===== src/rtl/nonce_result_collector_pkg.sv =====
// Shared types for the bitcoin_hash result drain: FSM states, address and word widths.
package nonce_result_collector_pkg;

  localparam int unsigned NUM_NONCES_DEF = 16;
  localparam int unsigned ADDR_W         = 16;
  localparam int unsigned WORD_W         = 32;

  typedef logic [ADDR_W-1:0] addr_t;
  typedef logic [WORD_W-1:0] word_t;

  typedef enum logic [2:0] {
    S_IDLE,
    S_LAUNCH,
    S_WAIT_BUSY,
    S_WAIT_DONE,
    S_CAPTURE,
    S_WRITE,
    S_FINISH
  } state_t;

endpackage


===== src/rtl/nonce_result_collector_if.sv =====
// Result memory write port driven by the collector (master) into the result RAM (slave).
interface nonce_result_collector_if;
  import nonce_result_collector_pkg::*;

  logic  mem_clk;
  logic  mem_we;
  addr_t mem_addr;
  word_t mem_write_data;

  modport master (output mem_clk, output mem_we, output mem_addr, output mem_write_data);
  modport slave  (input  mem_clk, input  mem_we, input  mem_addr, input  mem_write_data);

endinterface


===== src/rtl/nonce_result_collector.sv =====
// Launches engine batches, waits for completion, captures each engine's h0 and
// writes the words to memory in nonce order until all nonces are covered.
module nonce_result_collector
  import nonce_result_collector_pkg::*;
#(
  parameter int unsigned NUM_NONCES  = NUM_NONCES_DEF,
  parameter int unsigned NUM_ENGINES = 16
) (
  input  logic                          clk,
  input  logic                          reset_n,
  input  logic                          go,
  input  addr_t                         output_addr,
  output logic                          eng_start,
  output logic [3:0]                    nonce_base,
  input  logic [NUM_ENGINES-1:0]        eng_valid,
  input  logic [WORD_W*NUM_ENGINES-1:0] eng_hash,
  nonce_result_collector_if.master      mem,
  output logic                          done
);

  localparam int unsigned SLOT_W = (NUM_ENGINES > 1) ? $clog2(NUM_ENGINES) : 1;
  localparam logic [SLOT_W-1:0] LAST_SLOT = SLOT_W'(NUM_ENGINES - 1);

  if ((NUM_NONCES % NUM_ENGINES) != 0 || NUM_NONCES > 16) begin : g_bad_cfg
    $error("NUM_NONCES must be <= 16 and a multiple of NUM_ENGINES");
  end

  state_t              state;
  state_t              state_nx;
  addr_t               base_addr;
  logic [SLOT_W-1:0]   slot;
  word_t               result_buf [NUM_ENGINES];
  logic                last_batch;

  // Widened by one bit so nonce_base + NUM_ENGINES cannot wrap before the compare.
  assign last_batch = ({1'b0, nonce_base} + 5'(NUM_ENGINES)) >= 5'(NUM_NONCES);
  assign mem.mem_clk = clk;

  always_ff @(posedge clk or negedge reset_n) begin
    if (!reset_n) begin
      state <= S_IDLE;
    end else begin
      state <= state_nx;
    end
  end

  always_ff @(posedge clk or negedge reset_n) begin
    if (!reset_n) begin
      base_addr  <= '0;
      nonce_base <= '0;
      slot       <= '0;
    end else begin
      case (state)
        S_IDLE: begin
          if (go) begin
            base_addr  <= output_addr;
            nonce_base <= '0;
          end
        end
        S_CAPTURE: slot <= '0;
        S_WRITE: begin
          slot <= slot + 1'b1;
          if (slot == LAST_SLOT && !last_batch) begin
            nonce_base <= nonce_base + 4'(NUM_ENGINES);
          end
        end
        default: ;
      endcase
    end
  end

  // Buffer needs no reset: it is only read in WRITE, which always follows a CAPTURE.
  always_ff @(posedge clk) begin
    if (state == S_CAPTURE) begin
      for (int unsigned i = 0; i < NUM_ENGINES; i++) begin
        result_buf[i] <= eng_hash[WORD_W*i +: WORD_W];
      end
    end
  end

  always_comb begin
    state_nx           = state;
    eng_start          = 1'b0;
    done               = 1'b0;
    mem.mem_we         = 1'b0;
    mem.mem_addr       = '0;
    mem.mem_write_data = '0;
    case (state)
      S_IDLE:      if (go) state_nx = S_LAUNCH;
      S_LAUNCH: begin
        eng_start = 1'b1;
        state_nx  = S_WAIT_BUSY;
      end
      // Engines hold valid high while idle; wait for it to drop before trusting a rise.
      S_WAIT_BUSY: if (eng_valid == '0) state_nx = S_WAIT_DONE;
      S_WAIT_DONE: if (&eng_valid) state_nx = S_CAPTURE;
      S_CAPTURE:   state_nx = S_WRITE;
      S_WRITE: begin
        mem.mem_we         = 1'b1;
        mem.mem_addr       = base_addr + addr_t'(nonce_base) + addr_t'(slot);
        mem.mem_write_data = result_buf[slot];
        if (slot == LAST_SLOT) state_nx = last_batch ? S_FINISH : S_LAUNCH;
      end
      S_FINISH: begin
        done     = 1'b1;
        state_nx = S_IDLE;
      end
      default:     state_nx = S_IDLE;
    endcase
  end

endmodule


===== src/flat_wrapper.sv =====
// flat-port wrapper written by rule: the top's interface ports become plain ports
module nonce_result_collector_flat import nonce_result_collector_pkg::*;
#(
  parameter int unsigned NUM_NONCES  = NUM_NONCES_DEF,
  parameter int unsigned NUM_ENGINES = 16
)
  (clk, reset_n, go, output_addr, eng_start, nonce_base, eng_valid, eng_hash, done, mem_mem_clk, mem_mem_we, mem_mem_addr, mem_mem_write_data);
  nonce_result_collector_if mem_i ();
  input  logic clk;
  input  logic reset_n;
  input  logic go;
  input  addr_t output_addr;
  output logic eng_start;
  output logic [3:0] nonce_base;
  input  logic [NUM_ENGINES-1:0] eng_valid;
  input  logic [WORD_W*NUM_ENGINES-1:0] eng_hash;
  output logic done;
  output wire logic [$bits(mem_i.mem_clk)-1:0] mem_mem_clk;
  output wire logic [$bits(mem_i.mem_we)-1:0] mem_mem_we;
  output wire logic [$bits(mem_i.mem_addr)-1:0] mem_mem_addr;
  output wire logic [$bits(mem_i.mem_write_data)-1:0] mem_mem_write_data;
  assign mem_mem_clk = mem_i.mem_clk;
  assign mem_mem_we = mem_i.mem_we;
  assign mem_mem_addr = mem_i.mem_addr;
  assign mem_mem_write_data = mem_i.mem_write_data;
  nonce_result_collector #(.NUM_NONCES(NUM_NONCES), .NUM_ENGINES(NUM_ENGINES)) u_core (.clk(clk), .reset_n(reset_n), .go(go), .output_addr(output_addr), .eng_start(eng_start), .nonce_base(nonce_base), .eng_valid(eng_valid), .eng_hash(eng_hash), .mem(mem_i), .done(done));
endmodule

===== config.mk =====
export PLATFORM = sky130hd
export DESIGN_NAME = nonce_result_collector_flat
export DESIGN_NICKNAME = d
export VERILOG_FILES = /design/src/rtl/nonce_result_collector_pkg.sv /design/src/rtl/nonce_result_collector_if.sv /design/src/rtl/nonce_result_collector.sv /design/src/flat_wrapper.sv
export SDC_FILE = /design/constraint.sdc
export NUM_CORES = 1
export LEC_CHECK = 0
export BUFFER_PORTS_ARGS = -buffer_cell sky130_fd_sc_hd__clkbuf_2
export CORE_AREA = 2 2 231 233
export CTS_BUF_LIST = sky130_fd_sc_hd__clkbuf_8
export CTS_CLUSTER_SIZE = 14
export DETAILED_ROUTE_END_ITERATION = 7
export DIE_AREA = 0 0 233 235
export GPL_ROUTABILITY_DRIVEN = 0
export SLEW_MARGIN = 30
export SYNTH_ARGS = -nofsm -noshare
export SYNTH_HDL_FRONTEND = slang
export SYNTH_SLANG_ARGS = --single-unit

===== constraint.sdc =====
create_clock -name clk -period 29.9 [get_ports clk]
set_clock_uncertainty 0.2 [all_clocks]
set_input_delay 1.495 -clock clk [delete_from_list [all_inputs] [get_ports clk]]
set_output_delay 1.495 -clock clk [all_outputs]
set_load 0.01 [all_outputs]

Word level (Yosys, flattened, before mapping) --
Memory sizes are Yosys's and may differ from the RTL's. Index checks and enable logic that the tools add are counted.
Word-level totals: register bits after elaboration 23, memory bits (writable) 512, memories 1
Memories:
- u_core.result_buf | words 16, bits a word 32, read ports 1, clocked after Yosys merged registers in 0, write ports 16, RTL line nonce_result_collector.sv:32 | word_t result_buf [NUM_ENGINES];
Cells by class: add/sub/neg operators 2, equal/unequal tests 11, reduce and logical (&&, ||, !) cells 6, muxes and demuxes 13
Operators with widths (number):
- 32-bit 2-to-1 mux | 1
- 3-bit case mux with 6 select lines | 1
- 16-bit by 4-bit adder with 16-bit output | 1
- 16-bit logical NOT | 1
- 16-bit 2-to-1 mux | 1
- 16-bit AND reduction | 1
- 3-bit 2-to-1 mux | 4
- 3-bit equality test, second input constant | 3
- 4-bit case mux with 2 select lines | 1
- 3-bit by 2-bit equality test with 1-bit output, second input constant | 2
- 2-bit by 1-bit != test with 1-bit output, second input constant | 3
- 1-bit 2-to-1 mux | 5
- 4-bit by 1-bit adder with 4-bit output, second input constant | 1
- 4-bit equality test, second input constant | 1
- 4-bit AND reduction | 1
- 3-bit by 1-bit equality test with 1-bit output, second input constant | 1
- 3-bit logical NOT | 1
- 2-bit != test, second input constant | 1
- 2-bit AND reduction | 1
- 2-bit nonzero test | 1

Logic depth before layout (Yosys ltp) --
depth in word-level cells 3, depth in mapped cells 7, mapped depth without buffers 7

==> flow_summary_export.csv <==
group,metric,value,unit
run_status,status,"finished, final reports clean",
cts,worstSkewPairLatency,0.78,ns
drt,antenna_left,0,
drt,routedWlPerCell,24.0,um
critical_path,worstRegToRegCells,5,
logic_synthesis,yosysUniqueCellTypes,52,
power,seqPwrFrac,48.8,%
critical_path,cp-endpoint,"mem_mem_clk",
power,irDropWorstVdd,0.0397,mV
logic_synthesis,ys_seq_elements,535,
global_route,busiest_layer,"met2",
power,p_switching,0.578,mW
finish,postLayoutCellArea,26300,sq um
placement,post-dp-hpwl,40600,um
global_route,grt_antenna_before_repair,27,
cts,cts_resized,0,
sta,worst_pin_slew,0.869,ns
logic_synthesis,synth_edf_count,512,
floorplanning,die-area,54800,sq um
floorplanning,die_x,233,um
cts,post_cts_buffers,0,
floorplanning,io_pins,603,
global_route,grt_use_met1,24.6,%
critical_path,worst_setup_path_start_kind,"clock port",
global_route,grt_use_total,21.3,%
placement,place.port_buffers,598,
critical_path,setup.worst_path.class,"clk -> out",
power,p_leak,9.95,nW
finish,layout-drive-gt1-share,52.3,%
global_route,grt_pass1_vias,13300,
finish,stdcell_count,2396,
floorplanning,start_util,39.7,%
floorplanning,die_y,235,um
critical_path,critPathCaptureType,"primary output",
finish,mostFrequentLayoutCell,"clkbuf_2",
sta,slew_viol_final,0,
logic_synthesis,postSynth.asyncResetShare,4.30,%
critical_path,reg2reg_setup_slack,25.89,ns
critical_path,cp_max_fo,4,
global_route,grt_max_degree,201,
cts,cts_tree,"built",
logic_synthesis,synth_area,20800,sq um
sta,fin_ws,12.91,ns
power,combPwrFrac,21.1,%
drt,drt_iter0_drc,839,
finish,nets,2169,
finish,fillers,4373,
logic_synthesis,ys_seq_area_share,76.9,%
power,internal-power,1.49,mW
drt,first_pass_iters,4,
sta,finalSetupViolCount,0,
power,powerDensity,78.7,nW/um^2
critical_path,setup.worst_path.start,"clk",
critical_path,required,28.21,ns
placement,dpl-instance-area,24400,sq um
global_route,use_met3,7.99,%
placement,placedCellCount,2205,
min_path,hold_class,"reg -> reg",
drt,viasPerCell,5.08,
power,switching_share,28.0,%
finish,syn_to_final_growth,26.6,%
global_route,grt_pass1_wl,83500,um
logic_synthesis,synth_top_area_cell,"edfxtp_1",
sta,tns,0,ns
drt,drc,0,
critical_path,timing.rr.end,"u_core.result_buf[6][12]",
logic_synthesis,yosys.area.top_type_share,74.1,%
flow_run,cap_viol_max_count,0,
global_route,use_met2,35.0,%
critical_path,rr_startpoint,"u_core.state[1]",
power,pwr-share-clk,30.1,%
sta,grt_setup_unrepaired,"false",
logic_synthesis,synth_ff_type,"edfxtp_1",
cts,hold_buffers,0,
logic_synthesis,yosys_warnings,0,
floorplanning,rows,84,
logic_synthesis,syn_inst,964,
floorplanning,core,52200,sq um
global_route,grt_overflow,0,
cts,path_clk_slew,0.06,ns
placement,pre_cts_slack,13.15,ns
power,p_total,2.07,mW
sta,relSlewSlack,42.1,%
finish,seq_area,16000,sq um
logic_synthesis,syn_avg_cell_area,21.5,sq um
critical_path,cp.arrival,15.29,ns
finish,multi_input_area,4480,sq um
logic_synthesis,synth.area.top_cells,"edfxtp_1 74%, mux4_2 14%, dfrtp_1 2.8%",
sta,hold_viol,0,
drt,wl,57600,um
finish,layout_common_cells,"598 x clkbuf_2, 512 x edfxtp_1, 126 x mux4_2",
drt,vias,12200,
[area by class of cell]
class,instances,share of cell area [%]
antenna,17,0.162
clock buffer,97,5.05
clock inverter,76,1.59
inverter,6,0.0857
multi-input combinational,365,17.0
sequential,535,60.7
tap,688,3.28
timing repair buffer,612,12.1
[flip-flops by register name, indices dropped and copies added, names as in the netlist]
signal             flops
u_core.result_buf    512
u_core.base_addr      16
u_core.slot            4
u_core.state           3
[power groups by stage]
| stage | clock network, mW | registers (mW) | logic (mW) |
|---|---|---|---|
| 5_1_grt | 0.677 | 1.02 | 0.476 |
| 2_1_floorplan | 0.00276 | 1.09 | 0.339 |
| 6_report | 0.622 | 1.01 | 0.436 |
| 3_5_place_dp | 0.00202 | 1.03 | 0.438 |
| 4_1_cts | 0.641 | 1.01 | 0.441 |
| 3_3_place_gp | 0.00202 | 1.02 | 0.432 |
[stage by stage]
step	util [%]	hold WS (ns)
after CTS	50.1	0.334
after global routing	50.3	0.347
after detailed placement	46.8	0.320
after floorplan	-	0.285
after global placement	46.7	0.303
final	50.3	0.330
[critical path, cell delays in order]
cell and delay (ns):
clkbuf_8 0.11, clkbuf_8 0.11, clkbuf_2 0.12
[worst min path at each step]
stage	from	end	slack (ns)	cells after the start
2_1_floorplan	u_core.base_addr[0]	u_core.base_addr[0]	0.28	1
3_3_place_gp	u_core.base_addr[3]	u_core.base_addr[3]	0.30	1
3_5_place_dp	u_core.base_addr[0]	u_core.base_addr[0]	0.32	1
4_1_cts	u_core.base_addr[0]	u_core.base_addr[0]	0.33	1
5_1_grt	u_core.base_addr[3]	u_core.base_addr[3]	0.35	1
6_report	u_core.base_addr[0]	u_core.base_addr[0]	0.33	1
[per-layer routing]
| metal | routed length, um | share of wire (%) |
|---|---|---|
| met2 | 29000 | 50 |
| met3 | 5290 | 9.2 |
| met1 | 21000 | 36 |
| met4 | 2200 | 3.8 |
| met5 | 140 | 0.24 |
[cell families (layout without fill, tap and decap cells)]
| kind of cell | after synthesis | after routing | share of synthesized area, % |
|---|---|---|---|
| mux | 145 | 145 | 14.7 |
| xor+xnor | 3 | 3 | 0.127 |
| buf+inv | 67 | 791 | 1.75 |
| fa+ha+maj | 6 | 6 | 0.398 |
| simple gates | 100 | 100 | 2.44 |
| flops | 535 | 535 | 76.9 |
| other cells | 1 | 21 | 0.0181 |
| compound gates | 107 | 107 | 3.73 |
[cells in the mapped netlist, types with 3 or more instances]
master,n
a211oi_1,5
a21oi_1,9
a22oi_1,63
and3_1,5
buf_1,4
buf_2,26
buf_4,7
buf_6,7
clkbuf_1,17
dfrtp_1,23
edfxtp_1,512
ha_1,5
inv_1,5
mux2_2,15
mux2i_1,4
mux4_2,126
nand2_1,46
nand3_1,6
nand3b_1,3
nand4_1,5
nor2_1,12
nor4_1,5
o21ai_0,9
o31ai_1,7
or4_1,5
Power figures use the tool's default switching activity.
